### src/rtl/audio_frame_buffer.sv
// Ping-pong frame collector feeding fft_64: fills one bank while the other is presented
// on time_samples, and hands a completed frame over only when the FFT is free.
module audio_frame_buffer #(
  parameter int WIDTH = 12,
  parameter int N     = 64,
  parameter int DECIM = 1,
  parameter int CNT_W = 16
) (
  input  logic             clk,
  input  logic             rst,
  input  logic             sample_valid,
  input  logic [WIDTH-1:0] sample_in,
  input  logic             done,
  input  logic             overrun_clr,
  output logic             start,
  output logic [WIDTH-1:0] time_samples [0:N-1],
  output logic             overrun,
  output logic [CNT_W-1:0] frame_count,
  output logic             fsm_state
);

  localparam int IDX_W = $clog2(N);
  localparam int DEC_W = (DECIM > 1) ? $clog2(DECIM) : 1;

  localparam logic IDLE = 1'b0;
  localparam logic BUSY = 1'b1;

  // Handshake: start stays high for the whole time a frame is owned by the FFT;
  // a frame is released by done=1 on a rising edge while start=1.
  logic             state;
  logic [IDX_W-1:0] wr_idx;
  logic [DEC_W-1:0] dec_cnt;
  logic             wr_bank;
  logic             rd_bank;
  logic [WIDTH-1:0] bank0 [0:N-1];
  logic [WIDTH-1:0] bank1 [0:N-1];

  logic accept;
  logic complete;
  logic consumer_free;
  logic handoff;
  logic drop;

  assign accept        = sample_valid && (dec_cnt == '0);
  assign complete      = accept && (wr_idx == IDX_W'(N - 1));
  assign consumer_free = (state == IDLE) || done;
  assign handoff       = complete && consumer_free;
  assign drop          = complete && !consumer_free;

  assign start     = (state == BUSY);
  assign fsm_state = state;

  always_comb begin
    for (int i = 0; i < N; i++) begin
      time_samples[i] = rd_bank ? bank1[i] : bank0[i];
    end
  end

  always_ff @(posedge clk or negedge rst) begin
    if (!rst) begin
      dec_cnt <= '0;
    end else if (sample_valid) begin
      dec_cnt <= (dec_cnt == DEC_W'(DECIM - 1)) ? '0 : dec_cnt + 1'b1;
    end
  end

  // wr_idx wraps naturally at N because N is a power of two.
  always_ff @(posedge clk or negedge rst) begin
    if (!rst) begin
      wr_idx <= '0;
      for (int i = 0; i < N; i++) begin
        bank0[i] <= '0;
        bank1[i] <= '0;
      end
    end else if (accept) begin
      wr_idx <= wr_idx + 1'b1;
      if (wr_bank) bank1[wr_idx] <= sample_in;
      else         bank0[wr_idx] <= sample_in;
    end
  end

  // On a dropped frame the write bank is simply reused, so the read bank stays intact.
  always_ff @(posedge clk or negedge rst) begin
    if (!rst) begin
      wr_bank     <= 1'b0;
      rd_bank     <= 1'b1;
      frame_count <= '0;
    end else if (handoff) begin
      rd_bank     <= wr_bank;
      wr_bank     <= ~wr_bank;
      frame_count <= frame_count + 1'b1;
    end
  end

  always_ff @(posedge clk or negedge rst) begin
    if (!rst) begin
      state <= IDLE;
    end else if (handoff) begin
      state <= BUSY;
    end else if ((state == BUSY) && done) begin
      state <= IDLE;
    end
  end

  always_ff @(posedge clk or negedge rst) begin
    if (!rst) begin
      overrun <= 1'b0;
    end else if (drop) begin
      overrun <= 1'b1;
    end else if (overrun_clr) begin
      overrun <= 1'b0;
    end
  end

endmodule

### config.mk
export PLATFORM = sky130hd
export DESIGN_NAME = audio_frame_buffer
export DESIGN_NICKNAME = d
export VERILOG_FILES = /design/src/rtl/audio_frame_buffer.sv
export SDC_FILE = /design/constraint.sdc
export NUM_CORES = 2
export LEC_CHECK = 0
export ABC_CLOCK_PERIOD_IN_PS = 3800
export BUFFER_PORTS_ARGS = -buffer_cell sky130_fd_sc_hd__buf_2
export CAP_MARGIN = 20
export CORE_ASPECT_RATIO = 0.6
export CORE_MARGIN = 2
export CORE_UTILIZATION = 25
export CTS_CLUSTER_DIAMETER = 60
export DETAILED_ROUTE_END_ITERATION = 16
export PLACE_DENSITY = 0.53
export SLEW_MARGIN = 20
export SYNTH_ARGS = -nofsm -noshare
export SYNTH_HDL_FRONTEND = slang
export SYNTH_SLANG_ARGS = --single-unit
### constraint.sdc
create_clock -name clk -period 3.8 [get_ports clk]
set_clock_uncertainty 0.2 [all_clocks]
set_input_delay 0.38 -clock clk [delete_from_list [all_inputs] [get_ports clk]]
set_output_delay 0.38 -clock clk [all_outputs]
set_load 0.005 [all_outputs]
Word-level counts from Yosys, hierarchy flattened
Cells that the tools add are included.

storage, ports and cells
  register bits after elaboration = 1563
  output and inout port bits = 787
  logic and storage cells = 230

operators by class
  multiplexer cells = 73
  reduce and logical (&&, ||, !) cells = 12
  $lt $le $gt $ge = 2
  add/sub/neg operators = 3
  equal/unequal tests = 1
  bitwise gates (word level) = 4

operators with widths
  cell                     number
  $bwmux W768              2
  $mux W12                 65
  $demux W12 S6            1
  $add A16 B1 Y16 const B  1
  $ge A7 B7 Y1 const B     1
  $lt A7 B1 Y1 const B     1
  $not A6 Y7               1
  $add A6 B1 Y6 const B    1
  $eq A6 B6 Y1 const B     1
  $logic_and A1 B1 Y1      6
  $mux W1                  5
  $reduce_and A2 Y1        2
  $reduce_bool A2 Y1       2
  $not A1 Y1               3
  $add A1 B1 Y1 const B    1
  $logic_not A1 Y1         1
  $logic_or A1 B1 Y1       1

Depth between registers and ports, before layout
  depth after elaboration = 6
  gate-level depth with buffers = 7

Worst setup path before layout
No wires, ideal clock.

  path kind = register to output
  start = reg rd_bank
  end = out time_samples[100] (netlist bit)
  data arrival time = 1.888 ns
  buffers on the path = 4
  path slack = 1.332 ns
  cell stages (with the launch flop) = 6
  path through = dfstp_2 clkbuf_1 clkbuf_1 clkbuf_1 clkbuf_1 mux2_2

RTL lines
  element                 line  source
  start, declared         34    logic rd_bank;
  start signal, assigned  89    rd_bank <= wr_bank;
  end, declared           16    output logic [WIDTH-1:0] time_samples [0:N-1],

==> impl_metrics.toml <==
[setup_path]
arrival_ps = 2970
timing.rr.start = "wr_idx[5]"
startpoint_type = "register"
crit_start = "rd_bank"
crit_slowest_cell = "dfstp_4"
crit_path_end_kind = "output pin"
rr_endpoint = "bank0[240]"
worstRegToRegCells = 5
worstPathCellList = "buf_12 -> mux2_2 -> buf_2"
max_stage_delay_ps = 820
required_ps = 3220
reg2reg_slack_ps = 720
critPathKind = "reg2out"
critPathMaxFanout = 110

[place]
hpwlAfterDp_um = 153100
place_congestion = 0.7467
placed_cells = 8699
portBuffers = 803

[power]
powerDensity_nw_per_um2 = 602.5
power_leakage_nw = 41.79
power.total_w = 0.04989
peakVddDrop_uv = 336.5

[min_path]
holdPathStages = 2
min-delay-start = "sample_in[6]"
holdPathEnd = "bank1[90]"
hold_class = "in2reg"

[clocking]
ctsResizeCount = 0
postCtsHoldBufs = 15
post-cts-setup-buffer-count = 0
cts.clk_slew.worst_paths_ps = 60
cts_tree = "done"
clock_latency_ps = 820
ctsRootBufferMaster = "clkbuf_16"
cts_sinks = 1562
cts_max_level = 4
numCtsBuffers = 175
cts_max_path_buffers = 4

[global_routing]
grt_antenna_before_repair = 19
use_met3 = 0.03833
gr-max-usage-layer = "met2"
grt_max_degree = 120
use_met2 = 0.2667
grt_pass1_vias = 43650
grt_overflow = 0
grt_use_met1 = 0.2117
grt.total_usage = 0.1637
grt_pass1_wl_um = 328700

[sta]
fin_crit_ps = 3547
slew_headroom = 0.2414
setup_tns_ps = 0
slew_viol_final = 0
rsz0062_at_grt = "no"
period_share = 0.9333
max_freq_mhz = 282.0
worstMarginPinSlew_ps = 1129
finalSetupViolCount = 0
hold_viol = 0

[drt]
firstDrtPassIters = 5
drcViolationCount = 0
vias = 40300
viasPerCell = 4.465
routedWlPerCell_um = 25.57
routed_wl_um = 230900
drt_iter0_drc = 1970
ant_nets = 0

[floorplanning]
core_um2 = 270900
pin_count = 804
initial_utilization = 0.2510
row_count = 148
die_y_um = 408.0
die-area_um2 = 276300
fp.dieW_um = 677.3

[synthesis]
synth.most_common_cell = "mux2_2"
ys_seq_elements = 1562
syn_area_um2 = 68000
ys.flop_type = "dfrtp_1"
synth_top_area_share = 0.5744
synth-seq-area-share = 0.5748
avgSynthCellArea_um2 = 15.09
synth_area_leaders = "dfrtp_1, mux2_2, clkbuf_1"
synthCells = 4506
synth-edff-count = 0
yosysWarningCount = 0
synth_common_cells = "mux2_2, dfrtp_1, clkbuf_1"
synthArstFlopShare = 1.000
syn_nets = 4525
synth_cell_types = 36
synth_top_cell_by_area = "dfrtp_1"

[cells_and_area]
drive_above_1_share = 0.6635
nets = 5310
fin_util = 0.3056
multiInputGateArea_um2 = 27220
fillers = 26990
ff_latch_area_um2 = 39090
area_growth_pct = 21.76
instances_no_fill = 9027

[flow_run]
cap_violations = 0

[status]
status = "finished clean"
==> worst max path at each step <==
| stage | endpoint | slack (ps) | cells past startpoint |
|---|---|---|---|
| 3_3_place_gp | bank1[282] | 460 | 4 |
| 2_1_floorplan | time_samples[100] | 1330 | 5 |
| 3_5_place_dp | bank0[137] | 550 | 6 |
| 6_report | time_samples[558] | 250 | 3 |
| 5_1_grt | time_samples[235] | 100 | 4 |
| 4_1_cts | time_samples[235] | 80 | 4 |
==> routing by layer <==
metal,part of all wire,wire (um)
met4,0.040,9289
met2,0.47,108200
met5,0.00019,43
met3,0.053,12130
met1,0.44,101200
==> cell type report <==
type | instances | share of cell area
diodes | 9 | 0.0002720
repair buffers | 1010 | 0.07480
clock inverters | 62 | 0.009490
clock buffers | 242 | 0.06007
well taps | 3600 | 0.05440
flip-flops and latches | 1562 | 0.4721
inverters | 1 | 0.00004533
multi-input cells | 2541 | 0.3288
==> cell families after synthesis <==
family	count (synthesis)	synth area share
AO/OA/AOI/OAI	1	0.00009205
AND/OR/NAND/NOR	212	0.01455
adder cells (fa/ha/maj)	2	0.0003679
flip-flops	1562	0.5748
buffers and inverters	403	0.02580
multiplexers	2305	0.3817
XOR/XNOR	21	0.002705
==> registers in the layout, indices dropped and copies added (netlist names) <==
name         count
bank1          768
overrun          1
fsm_state        1
rd_bank          1
bank0          768
wr_bank          1
wr_idx           6
frame_count     16
==> worst max-delay path: cells and delay by family, from the launching register on <==
| family | cells | cell delay (ps) |
|---|---|---|
| muxes | 1 | 460 |
| buffers and inverters | 2 | 550 |
| DFF | 1 | 820 |
==> placed cells by master, fill, tap and decap left out, drive strengths merged, types with 4 or more instances in the layout <==
master	synthesis	final
mux2	2305	2305
dfrtp	1561	1561
buf	133	996
clkbuf	269	242
nor2	84	84
nand2	74	74
clkinv	0	30
xnor2	16	16
dlygate4sd3	0	14
bufinv	0	13
inv	1	11
diode	0	9
clkinvlp	0	9
nand3	8	8
nor3b	8	8
nand4	7	7
xor2	5	5
and3	4	4
nor2b	4	4
nor3	4	4
==> where the power goes <==
part	switching (W)	internal, W
clock	0.00720	0.0101
combinational	0.00588	0.00596
sequential	0.00138	0.0194
==> per-stage QoR <==
stage	instance area, um^2	hold slack, ps	worst slack, ps
3_5_place_dp	76850	228.6	553.5
2_1_floorplan	68000	-115.6	1332
3_3_place_gp	76850	239.2	456.8
4_1_cts	82780	27.92	80.65
6_report	82800	47.59	253.4
5_1_grt	82780	34.74	103.8
Note: power is estimated with default switching activity, not from simulation.
